### config.mk
export PLATFORM = sky130hd
export DESIGN_NAME = control_pipe
export DESIGN_NICKNAME = d
export VERILOG_FILES = /design/src/rtl/lc3b_types.sv /design/src/rtl/control_decode.sv /design/src/rtl/control_pipe.sv
export SDC_FILE = /design/constraint.sdc
export NUM_CORES = 1
export LEC_CHECK = 0
export ABC_AREA = 1
export CORE_MARGIN = 2
export CORE_UTILIZATION = 48
export CTS_CLUSTER_SIZE = 30
export DETAILED_ROUTE_END_ITERATION = 8
export GPL_TIMING_DRIVEN = 0
export PLACE_DENSITY = 0.88
export SLEW_MARGIN = 20
export SYNTH_ARGS = -nofsm -noshare
export SYNTH_HDL_FRONTEND = slang
export SYNTH_SLANG_ARGS = --single-unit
### constraint.sdc
create_clock -name clk -period 6.2 [get_ports clk]
set_input_delay 1.24 -clock clk [delete_from_list [all_inputs] [get_ports clk]]
set_output_delay 1.24 -clock clk [all_outputs]
set_load 0.005 [all_outputs]
### src/rtl/lc3b_types.sv
// Shared LC-3b control types: opcodes, datapath mux selects, the per-stage
// control word carried down the pipe, and the indirect-sequencer states.
package lc3b_types;

   typedef enum logic [3:0] {
      OP_BR   = 4'b0000,
      OP_ADD  = 4'b0001,
      OP_LDB  = 4'b0010,
      OP_STB  = 4'b0011,
      OP_JSR  = 4'b0100,
      OP_AND  = 4'b0101,
      OP_LDR  = 4'b0110,
      OP_STR  = 4'b0111,
      OP_RTI  = 4'b1000,
      OP_NOT  = 4'b1001,
      OP_LDI  = 4'b1010,
      OP_STI  = 4'b1011,
      OP_JMP  = 4'b1100,
      OP_SHF  = 4'b1101,
      OP_LEA  = 4'b1110,
      OP_TRAP = 4'b1111
   } lc3b_opcode;

   typedef enum logic [1:0] {ALU_ADD, ALU_AND, ALU_NOT, ALU_PASS} lc3b_aluop;
   typedef enum logic [1:0] {ALUMUX_SR2, ALUMUX_IMM5, ALUMUX_ADJ6} lc3b_alumux;
   typedef enum logic [1:0] {MEMMUX_RESULT, MEMMUX_RDATA, MEMMUX_PCADDER} lc3b_memmux;
   typedef enum logic {DESTMUX_DEST, DESTMUX_R7} lc3b_destmux;
   typedef enum logic [1:0] {ADDRMUX_ALU, ADDRMUX_MDR, ADDRMUX_VECTOR} lc3b_addrmux;
   typedef enum logic {PCMUX_ADDER, PCMUX_BASER} lc3b_pcmux;

   // Which half of a two-step LDI/STI sequence is being decoded
   typedef enum logic {UOP_1, UOP_2} lc3b_uop;

   // Indirect sequencer state
   typedef enum logic {ST_IDLE, ST_IND} pipe_state_t;

   typedef struct packed {
      lc3b_opcode  opcode;
      lc3b_aluop   aluop;
      lc3b_alumux  alumux;
      lc3b_memmux  memmux;
      lc3b_destmux destmux;
      lc3b_addrmux addrmux;
      lc3b_pcmux   pcmux;
      logic        load_cc;
      logic        load_regfile;
      logic        mem_read;
      logic        mem_write;
      logic [1:0]  mem_wmask;
      logic        mem_byte;
      logic        indirect;
      logic        branch;
      logic        jump;
      logic        link;
   } lc3b_control_word;

   localparam lc3b_control_word CTRL_DEFAULT = '{
      opcode:       OP_BR,
      aluop:        ALU_PASS,
      alumux:       ALUMUX_SR2,
      memmux:       MEMMUX_RESULT,
      destmux:      DESTMUX_DEST,
      addrmux:      ADDRMUX_ALU,
      pcmux:        PCMUX_ADDER,
      load_cc:      1'b0,
      load_regfile: 1'b0,
      mem_read:     1'b0,
      mem_write:    1'b0,
      mem_wmask:    2'b11,
      mem_byte:     1'b0,
      indirect:     1'b0,
      branch:       1'b0,
      jump:         1'b0,
      link:         1'b0
   };

   function automatic logic is_indirect(input lc3b_opcode op);
      return (op == OP_LDI) || (op == OP_STI);
   endfunction

endpackage

### src/rtl/control_decode.sv
// Combinational LC-3b decode of one instruction (or one LDI/STI half) into a control word.
module control_decode
   import lc3b_types::*;
(
   input  lc3b_opcode       opcode,
   input  logic             imm,
   input  logic             jsr,
   input  lc3b_uop          uop,
   output lc3b_control_word ctrl
);

   // Start from defaults, then set only the fields each opcode needs
   always_comb begin
      ctrl        = CTRL_DEFAULT;
      ctrl.opcode = opcode;
      case (opcode)
         OP_ADD, OP_AND: begin
            ctrl.aluop        = (opcode == OP_ADD) ? ALU_ADD : ALU_AND;
            ctrl.alumux       = imm ? ALUMUX_IMM5 : ALUMUX_SR2;
            ctrl.load_cc      = 1'b1;
            ctrl.load_regfile = 1'b1;
         end
         OP_NOT: begin
            ctrl.aluop        = ALU_NOT;
            ctrl.load_cc      = 1'b1;
            ctrl.load_regfile = 1'b1;
         end
         OP_LDR, OP_LDB: begin
            ctrl.aluop        = ALU_ADD;
            ctrl.alumux       = ALUMUX_ADJ6;
            ctrl.memmux       = MEMMUX_RDATA;
            ctrl.mem_read     = 1'b1;
            ctrl.load_cc      = 1'b1;
            ctrl.load_regfile = 1'b1;
            ctrl.mem_byte     = (opcode == OP_LDB);
         end
         OP_STR, OP_STB: begin
            ctrl.aluop     = ALU_ADD;
            ctrl.alumux    = ALUMUX_ADJ6;
            ctrl.mem_write = 1'b1;
            ctrl.mem_byte  = (opcode == OP_STB);
         end
         OP_LEA: begin
            ctrl.memmux       = MEMMUX_PCADDER;
            ctrl.load_cc      = 1'b1;
            ctrl.load_regfile = 1'b1;
         end
         OP_BR: ctrl.branch = 1'b1;
         OP_JMP: begin
            ctrl.jump  = 1'b1;
            ctrl.pcmux = PCMUX_BASER;
         end
         OP_JSR: begin
            ctrl.jump         = 1'b1;
            ctrl.link         = 1'b1;
            ctrl.destmux      = DESTMUX_R7;
            ctrl.load_regfile = 1'b1;
            ctrl.pcmux        = jsr ? PCMUX_ADDER : PCMUX_BASER;
         end
         OP_TRAP: begin
            ctrl.link         = 1'b1;
            ctrl.destmux      = DESTMUX_R7;
            ctrl.load_regfile = 1'b1;
            ctrl.mem_read     = 1'b1;
            ctrl.addrmux      = ADDRMUX_VECTOR;
         end
         OP_LDI, OP_STI: begin
            if (uop == UOP_1) begin
               // First half: fetch the pointer
               ctrl.aluop    = ALU_ADD;
               ctrl.alumux   = ALUMUX_ADJ6;
               ctrl.mem_read = 1'b1;
               ctrl.memmux   = MEMMUX_RDATA;
               ctrl.indirect = 1'b1;
            end else if (opcode == OP_LDI) begin
               ctrl.mem_read     = 1'b1;
               ctrl.addrmux      = ADDRMUX_MDR;
               ctrl.memmux       = MEMMUX_RDATA;
               ctrl.load_cc      = 1'b1;
               ctrl.load_regfile = 1'b1;
            end else begin
               ctrl.mem_write = 1'b1;
               ctrl.addrmux   = ADDRMUX_MDR;
            end
         end
         default: ;
      endcase
   end

endmodule

### src/rtl/control_pipe.sv
// Control-word pipeline: decode slot feeds STAGES registered stages, with
// stall/flush handling and a two-state sequencer splitting LDI/STI in two uops.
module control_pipe
   import lc3b_types::*;
#(
   parameter int unsigned STAGES       = 3,
   parameter int unsigned FLUSH_STAGES = 1
) (
   input  logic                clk,
   input  logic                rst,
   input  logic [3:0]          opcode,
   input  logic                imm,
   input  logic                jsr,
   input  logic                valid_in,
   input  logic                stall,
   input  logic                flush,
   output logic                ready_out,
   output lc3b_control_word    ctrl_out [STAGES],
   output logic [STAGES-1:0]   valid_out
);

   localparam logic [STAGES-1:0] FLUSH_MASK = (STAGES'(1) << FLUSH_STAGES) - STAGES'(1);

   pipe_state_t       state, state_next;
   lc3b_uop           uop;
   lc3b_opcode        op;
   lc3b_control_word  dec_word;
   lc3b_control_word  stage_q [STAGES];
   logic [STAGES-1:0] valid_q, valid_d;

   assign op        = lc3b_opcode'(opcode);
   assign valid_out = valid_q;

   control_decode u_decode (
      .opcode (op),
      .imm    (imm),
      .jsr    (jsr),
      .uop    (uop),
      .ctrl   (dec_word)
   );

   // Sequencer state register
   always_ff @(posedge clk) begin
      if (rst) state <= ST_IDLE;
      else     state <= state_next;
   end

   // Sequencer next state, uop select and fetch handshake
   always_comb begin
      state_next = state;
      uop        = UOP_1;
      ready_out  = 1'b1;
      case (state)
         ST_IDLE: begin
            if (valid_in && is_indirect(op)) ready_out = 1'b0;
            if (!stall && valid_in && is_indirect(op)) state_next = ST_IND;
         end
         ST_IND: begin
            uop = UOP_2;
            if (!stall) state_next = ST_IDLE;
         end
         default: state_next = ST_IDLE;
      endcase
      if (stall) ready_out = 1'b0;
      if (flush) state_next = ST_IDLE;
   end

   // Valid bits: shift when not stalled, then kill the youngest stages on flush
   always_comb begin
      valid_d = stall ? valid_q : {valid_q[STAGES-2:0], valid_in};
      if (flush) valid_d = valid_d & ~FLUSH_MASK;
   end

   // Stage registers: advance one stage per cycle unless stalled
   always_ff @(posedge clk) begin
      if (rst) begin
         valid_q <= '0;
         for (int k = 0; k < STAGES; k++) stage_q[k] <= CTRL_DEFAULT;
      end else begin
         valid_q <= valid_d;
         if (!stall) begin
            stage_q[0] <= valid_in ? dec_word : CTRL_DEFAULT;
            for (int k = 1; k < STAGES; k++) stage_q[k] <= stage_q[k-1];
         end
      end
   end

   // Suppress architectural side effects of invalid stages
   always_comb begin
      for (int k = 0; k < STAGES; k++) begin
         ctrl_out[k] = stage_q[k];
         if (!valid_q[k]) begin
            ctrl_out[k].load_cc      = 1'b0;
            ctrl_out[k].load_regfile = 1'b0;
            ctrl_out[k].mem_read     = 1'b0;
            ctrl_out[k].mem_write    = 1'b0;
         end
      end
   end

endmodule

==> flow_summary.yaml, run 1 <==
outcome:
  status: "completed"
floorplan:
  io_pins: 90
  num_rows: 30
  die_x_um: 88.36
  die_h_um: 88.36
  start_util_pct: 50.00
  dieArea_um2: 7807
  core_area_um2: 6832
global_routing:
  grtUsageTotal_pct: 16.32
  grt_pass1_wl_mm: 9.528
  grt_pass1_vias: 2104
  overflow: 0
  antenna_found_initial: 0
  grt_max_degree: 64
synthesis:
  synthMuxAreaShare_pct: 0
  ys_warn_count: 0
  ys_seq_elements: 70
  synth_area_um2: 3416
  synthXorXnorAreaFrac_pct: 0
  synth_compound_area_share_pct: 2.198
  synth_top_cell_area_share_pct: 58.02
  syn-instance-count: 328
  synth_area_per_cell_um2: 10.41
  synth_area_leaders: "edfxtp_1 (58%), buf_4 (14%), inv_1 (7.1%)"
  synthAdderAreaFrac_pct: 0
  yosys.area.top_type: "edfxtp_1"
  synth_cell_types: 27
  synth_top_family_by_area: "buffers and inverters"
  synthSimpleGateAreaFrac_pct: 14.47
  ys_seq_area_share_pct: 60.37
timing:
  hold_ws_ns: 0.5608
  post-route-period-util_pct: 64.28
  rsz0062_at_grt: "no"
  drv_slew: 0
  final-hold-violation-count: 0
  tns_ns: 0
  skew_ns: 0.008259
  setup_viol_count_final: 0
  layout_min_cycle_time_ns: 3.986
  fmax_mhz: 250.9
cts:
  numCtsBuffers: 9
  post_cts_buffers: 0
  cts-root-buf: "clkbuf_8"
  postCtsHoldBufs: 0
  cts_tree: "yes"
  clk_pin_slew_ns: 0.07
  insertion_delay_ns: 0.33
  cts_max_level: 3
  clk_path_buf_depth: 2
  clock_sinks: 70
  cts_resized: 0
pwr:
  power_density_nw_per_um2: 218.1
  peakVddDrop_mv: 0.1033
  leakagePower_uw: 0.002043
place:
  numPortBuffers: 83
  hpwl_mm: 4.629
  globalplace.congestion: 0.8222
worst_setup_path:
  cpPeakStageDelay_ns: 0.58
  critPathLaunch: "opcode[2]"
  crit_top_cell: "clkdlybuf4s50_1"
  arrival_ns: 2.75
  worst_ep_required_time_ns: 4.96
  worstPathMaxFanout: 5
  slowest_stage: "clkdlybuf4s50_1"
  rrSetupSlack_ns: 5.20
  cp-endpoint: "ready_out"
  crit_path_cell_trace: "clkdlybuf4s50_1 > inv_2 > nand3_2 > nor2_2 > a21oi_1 > clkdlybuf4s50_1"
  r2r-start: "state"
  worstSetupStartpointType: "input pin"
  crit_type: "input pin to output port"
  worstRegToRegCells: 4
  regToRegEndpoint: "stage_q[0][7]"
  critPathCaptureType: "output port"
routing:
  wl_per_cell_um: 11.67
  vias: 2270
  ant_nets: 0
  routed_via_density: 4.291
  drtIter0Drc: 104
  drtPass1Iterations: 4
  drc: 0
  routed_wirelength_mm: 6.172
cells_and_area:
  diodes: 0
  n_fill_cell: 531
  syn_to_final_growth_pct: 34.43
  drive_gt1_share_pct: 23.79
  finish.net_count: 439
flow_run:
  max_cap_viol_count: 0
hold_path:
  hp-class: "register to register"
  min_from: "stage_q[0][44]"
==> critical path: cells and delay by family <==
kind	cells	cell delay [ns]
AO/OA/AOI/OAI	1	0.12
buffers and inverters	3	1.20
AND/OR/NAND/NOR	2	0.18
==> through the flow <==
stage	util (%)	power (uW)	setup WS (ns)	instance area [um^2]	cells
after floorplan	-	628.7	3.079	3435	333
after global placement	64.19	690.1	1.929	4385	512
after detailed placement	64.71	695.8	2.251	4420	513
after CTS	67.22	1008	2.235	4592	529
after global routing	67.22	1041	2.082	4592	529
final	67.22	1002	2.214	4592	529
==> Yosys cell counts <==
master	instances
o21ai_1	1
nand4_1	2
o211ai_1	1
buf_4	63
buf_6	4
nor3_1	2
o21ai_0	3
inv_2	5
inv_1	65
nand2_1	29
a21boi_0	1
nand2_2	3
nor2_1	52
nor2_4	4
nor2_2	1
a21oi_1	3
dfxtp_1	4
a21oi_2	1
conb_1	1
nor4_1	1
nand2_4	1
o21bai_1	1
nand3_1	7
or2_2	4
o21ai_2	1
edfxtp_1	66
nand3_2	2
==> state kept, by name (all words and copies together), names as in the netlist <==
| name | flops |
|---|---|
| state | 1 |
| valid_out | 3 |
| stage_q | 66 |
==> area by class of cell <==
cell class | count | area (um^2) | area share (%)
Buffer | 67 | 518.0 | 11.28
Clock buffer | 15 | 166.4 | 3.624
Clock inverter | 1 | 5.005 | 0.1090
Inverter | 70 | 262.8 | 5.722
Multi-Input combinational cell | 126 | 599.3 | 13.05
Sequential cell | 70 | 2062 | 44.90
Tap cell | 96 | 120.1 | 2.616
Timing Repair Buffer | 84 | 858.3 | 18.69
==> placed cells by master, fill, tap and decap left out, types with 5 or more instances in the layout <==
| cell type | n |
|---|---|
| edfxtp_1 | 66 |
| conb_1 | 6 |
| nor2_1 | 52 |
| inv_2 | 5 |
| nand2_1 | 28 |
| clkbuf_8 | 11 |
| buf_4 | 63 |
| clkdlybuf4s50_1 | 83 |
| nand3_1 | 7 |
| inv_1 | 65 |
==> per-layer routing <==
layer | track usage, % | wire (um) | vias up
met5 | 0 | 0 | -
met4 | 6.887 | 103 | 0
met3 | 3.358 | 232 | 9
met2 | 29.25 | 3291 | 68
met1 | 19.00 | 2544 | 1040
li1 | - | - | 1153
==> how the worst min path moves through the flow <==
stage                                end  cells after the start
after global placement    stage_q[0][70]                      1
final                     stage_q[0][69]                      1
after floorplan           stage_q[0][44]                      1
after detailed placement  stage_q[0][69]                      1
after global routing      stage_q[0][69]                      1
after CTS                 stage_q[0][69]                      1
==> report_power, final <==
part / internal (uW) / switching, uW
Combinational: 77.6 / 52.3
Sequential: 543 / 12.4
Clock: 167 / 149
==> logic make-up (layout without fill, tap and decap cells) <==
| kind of cell | after synthesis | count (layout) |
|---|---|---|
| compound gates | 12 | 12 |
| simple gates | 108 | 108 |
| flops | 70 | 70 |
| buf+inv | 137 | 237 |
| other cells | 1 | 6 |
Note: power is estimated with default switching activity, not from simulation.
==> run 2, diff against run 1 <==
CORE_UTILIZATION = 44   (was 48)
PLACE_DENSITY = 0.85   (was 0.88)
clock period = 3.3 ns   (was 6.2 ns; I/O delays follow)
==> run 2 against run 1 <==
  * Highest routed layer unchanged
  * Hold slack worse by 0.024 ns
  * Utilization down 5.6 points
  * Clock power rose to 2.8 times the previous value
  * Clock-buffer cell count down 6
  * Via count down 2.0%
  * Die area up 8.7%
  * Sequential power up 87%
  * Clock skew up 0.0014 ns
  * Final cell count up 1.1%
  * Non-clock buffer count unchanged
  * Global-route usage down 1.5 points
==> flow_summary.yaml, run 2 (synthesized netlist as in run 1, its figures left out) <==
timing:
  final-hold-violation-count: 0
  post-route-period-util_pct: 85.13
  setup_viol_count_final: 0
  drv_slew: 0
  setup_ws_ns: 0.4908
  tns_ns: 0
  hold_ws_ns: 0.5363
  layout_min_cycle_time_ns: 2.809
  fmax_mhz: 356.0
  rsz0062_at_grt: "no"
  skew_ns: 0.009647
cells_and_area:
  syn_to_final_growth_pct: 37.25
  finish.net_count: 439
  largest-register: "stage_q"
  layout_common_cells: "clkdlybuf4s50_1 (83), edfxtp_1 (66), inv_1 (65), buf_4 (63), nor2_1 (52)"
  diodes: 0
  n_fill_cell: 614
  drive_gt1_share_pct: 24.25
  largest_reg_flops: 66
  layout_commonest_cell: "clkdlybuf4s50_1"
worst_setup_path:
  worst_ep_required_time_ns: 2.64
  arrival_ns: 2.15
  worstPathMaxFanout: 5
  critPathLaunch: "opcode[2]"
  cpPeakStageDelay_ns: 0.58
  crit_path_cell_trace: "clkdlybuf4s50_1 > inv_2 > nand3_2 > nor2_2 > a21oi_1 > clkdlybuf4s50_1"
  worstSetupStartpointType: "input pin"
  cp_num_buf_inv: 3
  r2r-start: "state"
  critPathCaptureType: "output port"
  crit_top_cell: "clkdlybuf4s50_1"
  crit_type: "input pin to output port"
  cp_top_family: "buffers and inverters"
  slowest_stage: "clkdlybuf4s50_1"
routing:
  wl_per_cell_um: 11.20
  drc: 0
  vias: 2224
  ant_nets: 0
  drtPass1Iterations: 4
  routed_via_density: 4.157
  drtIter0Drc: 136
  routed_wirelength_mm: 5.992
place:
  pre_cts_ws_ns: 0.5098
  hpwl_mm: 4.537
  globalplace.congestion: 0.8422
  numPortBuffers: 83
cts:
  postCtsHoldBufs: 0
  post_cts_buffers: 0
  cts_max_level: 3
  numCtsBuffers: 9
  cts_resized: 0
  clock_sinks: 70
  cts-root-buf: "clkbuf_8"
  clk_pin_slew_ns: 0.07
  cts_tree: "yes"
  insertion_delay_ns: 0.34
  clk_path_buf_depth: 2
global_routing:
  grtUsageTotal_pct: 14.87
  antenna_found_initial: 0
  gr-usage-met2_pct: 25.49
  met3_usage_pct: 3.615
  met1_usage_pct: 17.25
  grt_max_degree: 64
  grt_pass1_vias: 2162
  overflow: 0
  grt.busiest_layer: "met2"
  grt_pass1_wl_mm: 9.735
floorplan:
  num_rows: 32
  die_x_um: 92.11
  die_h_um: 92.11
  core_area_um2: 7607
  dieArea_um2: 8484
  start_util_pct: 44.90
  io_pins: 90
pwr:
  peakVddDrop_mv: 0.2478
  leakagePower_uw: 0.002084
  power_density_nw_per_um2: 461.6
  power.total_uw: 2164
hold_path:
  min_from: "stage_q[0][44]"
  hp-class: "register to register"
flow_run:
  max_cap_viol_count: 0
outcome:
  status: "completed"
## run 2: cell count changes in the layout (fill, tap and decap cells not counted)
cell	change
bufinv_16	+4
clkbuf_1	-4
clkbuf_8	-2
clkinv_1	+2
clkinv_2	-1
clkinv_4	+1
## run 2: worst paths after layout
path               endpoint  slack, ns  depth (start not counted)
max               ready_out       0.49                          6
min          stage_q[0][69]       0.54                          1
max reg2reg   stage_q[0][7]       2.34                          4
min reg2reg  stage_q[0][69]       0.54                          1
## run 2: final cells by class
type                    instances  area, um^2  area share (%)
well taps                     102       127.6           2.722
inverters                      70       262.8           5.604
clock buffers                   9       123.9           2.642
plain buffers                  67       518.0           11.05
multi-input cells             126       599.3           12.78
repair buffers                 84       858.3           18.31
flip-flops and latches         70        2062           43.98
clock inverters                 7       136.4           2.909
## run 2: report_power, final
| group | switching (uW) | internal [uW] | leakage (uW) |
|---|---|---|---|
| combinational | 98.1 | 146 | 0.00121 |
| sequential | 22.0 | 1020 | 0.000744 |
| clock | 305 | 575 | 0.000128 |
## run 2: per-layer routing
metal	up-vias	wire (um)	share of wire [%]
li1	1151	-	-
met2	76	3094	52
met1	980	2407	40
met4	0	190	3.2
met5	-	0	0
met3	17	300	5.0
## run 2: stage by stage
stage | instances | util [%] | instance area, um^2
global route | 535 | 61.63 | 4688
finish | 535 | 61.63 | 4688
CTS | 535 | 61.63 | 4688
global placement | 518 | 57.75 | 4393
detailed placement | 519 | 58.21 | 4428
floorplan | 333 | - | 3435
==> run 3, diff against run 2 <==
ABC_CLOCK_PERIOD_IN_PS = 3300   (was not set)
PLACE_DENSITY = 0.79   (was 0.85)
==> run 3 against run 2 <==
  * Clock skew rose by 0.0044 ns
  * Critical endpoint unchanged
  * Flip-flop and latch count unchanged
  * Global-route usage grew 0.25 points
==> flow_summary.yaml, run 3 (synthesized netlist as in run 1, its figures left out) <==
outcome:
  status: "completed"
cells_and_area:
  largest_reg_flops: 66
  utilization_pct: 61.15
  layout_commonest_cell: "clkdlybuf4s50_1"
  syn_to_final_growth_pct: 36.19
  finish.net_count: 439
  layout_common_cells: "clkdlybuf4s50_1 (83), edfxtp_1 (66), inv_1 (65), buf_4 (63), nor2_1 (52)"
  final_cell_count_no_fill: 535
  diodes: 0
  final_area_um2: 4652
  largest-register: "stage_q"
  drive_gt1_share_pct: 24.48
  n_fill_cell: 609
global_routing:
  overflow: 0
  antenna_found_initial: 0
  grt_max_degree: 63
  grtUsageTotal_pct: 15.11
  grt_pass1_vias: 2261
  grt_pass1_wl_mm: 9.998
routing:
  drtPass1Iterations: 4
  routed_wirelength_mm: 6.078
  drc: 0
  vias: 2226
  drtIter0Drc: 94
  wl_per_cell_um: 11.36
  routed_via_density: 4.161
  ant_nets: 0
cts:
  insertion_delay_ns: 0.34
  post_cts_buffers: 0
  cts_tree: "yes"
  postCtsHoldBufs: 0
  numCtsBuffers: 9
  clk_pin_slew_ns: 0.07
  clock_sinks: 70
  clk_path_buf_depth: 2
  cts_resized: 0
  cts-root-buf: "clkbuf_8"
  cts_max_level: 3
place:
  globalplace.congestion: 0.8489
  placedCellCount: 519
  hpwl_mm: 4.614
  numPortBuffers: 83
  place_area_um2: 4428
timing:
  final-hold-violation-count: 0
  layout_min_cycle_time_ns: 2.807
  post-route-period-util_pct: 85.05
  skew_ns: 0.01405
  setup_viol_count_final: 0
  fmax_mhz: 356.3
  drv_slew: 0
  rsz0062_at_grt: "no"
pwr:
  leakagePower_uw: 0.002069
  pwr-share-seq_pct: 50.9
  peakVddDrop_mv: 0.2671
  clock_power_share_pct: 37.2
  swShare_pct: 21.11
  p_comb_share_pct: 11.9
  power_density_nw_per_um2: 439.4
  intPower_uw: 1613
  p_switching_uw: 431.5
floorplan:
  die_x_um: 92.11
  num_rows: 32
  die_h_um: 92.11
  start_util_pct: 44.90
  io_pins: 90
  core_area_um2: 7607
  dieArea_um2: 8484
worst_setup_path:
  critPathCaptureType: "output port"
  crit_type: "input pin to output port"
  worstSetupStartpointType: "input pin"
  arrival_ns: 2.15
  worst_ep_required_time_ns: 2.64
  worstPathMaxFanout: 5
flow_run:
  max_cap_viol_count: 0
hold_path:
  hp-class: "register to register"
[run 3: cell types whose count changed in the layout (fill, tap and decap cells not counted), sizes merged]
cell	before	now
bufinv	4	2
clkbuf	9	11
[run 3: path summary, 6_finish.rpt]
check | to | start | slack (ns) | cells past startpoint
worst min register to register | stage_q[0][44] | stage_q[0][19] | 0.54 | 1
worst min-delay path | stage_q[0][44] | stage_q[0][19] | 0.54 | 1
worst max register to register | stage_q[0][7] | state | 2.32 | 4
worst max-delay path | ready_out | opcode[2] | 0.49 | 6
[run 3: cell type report]
cell class                 count  area, um^2  share of cell area, %
timing repair buffer          84       858.3                  18.45
clock inverter                 5       82.58                  1.775
tap                          102       127.6                  2.743
clock buffer                  11       141.4                  3.039
inverter                      70       262.8                  5.648
sequential                    70        2062                  44.32
multi-input combinational    126       599.3                  12.88
buffer                        67       518.0                  11.14
[run 3: metrics by stage]
stage | setup slack [ns] | power, uW | hold WS [ns] | TNS [ns]
CTS | 0.4969 | 2053 | 0.5403 | 0
finish | 0.4932 | 2044 | 0.5405 | 0
global placement | -0.4210 | 1298 | 0.5202 | -27.96
floorplan | 0.7585 | 1181 | 0.5116 | 0
global route | 0.3958 | 2115 | 0.5829 | 0
detailed placement | 0.5086 | 1307 | 0.5234 | 0
[run 3: critical path, cell delays in order]
cell and delay (ns):
clkdlybuf4s50_1 0.58, inv_2 0.09, nand3_2 0.11, nor2_2 0.07, a21oi_1 0.12, clkdlybuf4s50_1 0.52
[run 3: power groups by stage]
stage	logic, uW	registers [uW]	clock network (uW)
finish	244	1040	759
global route	265	1050	803
CTS	246	1040	765
detailed placement	246	1060	0
global placement	236	1060	0
floorplan	125	1060	0
[run 3: routing by layer]
metal | vias up | track usage, % | part of all wire [%]
met3 | 9 | 2.958 | 4.6
met4 | 0 | 6.716 | 1.5
met5 | - | 0 | 0
met2 | 62 | 27.14 | 53
li1 | 1143 | - | -
met1 | 1012 | 17.42 | 41
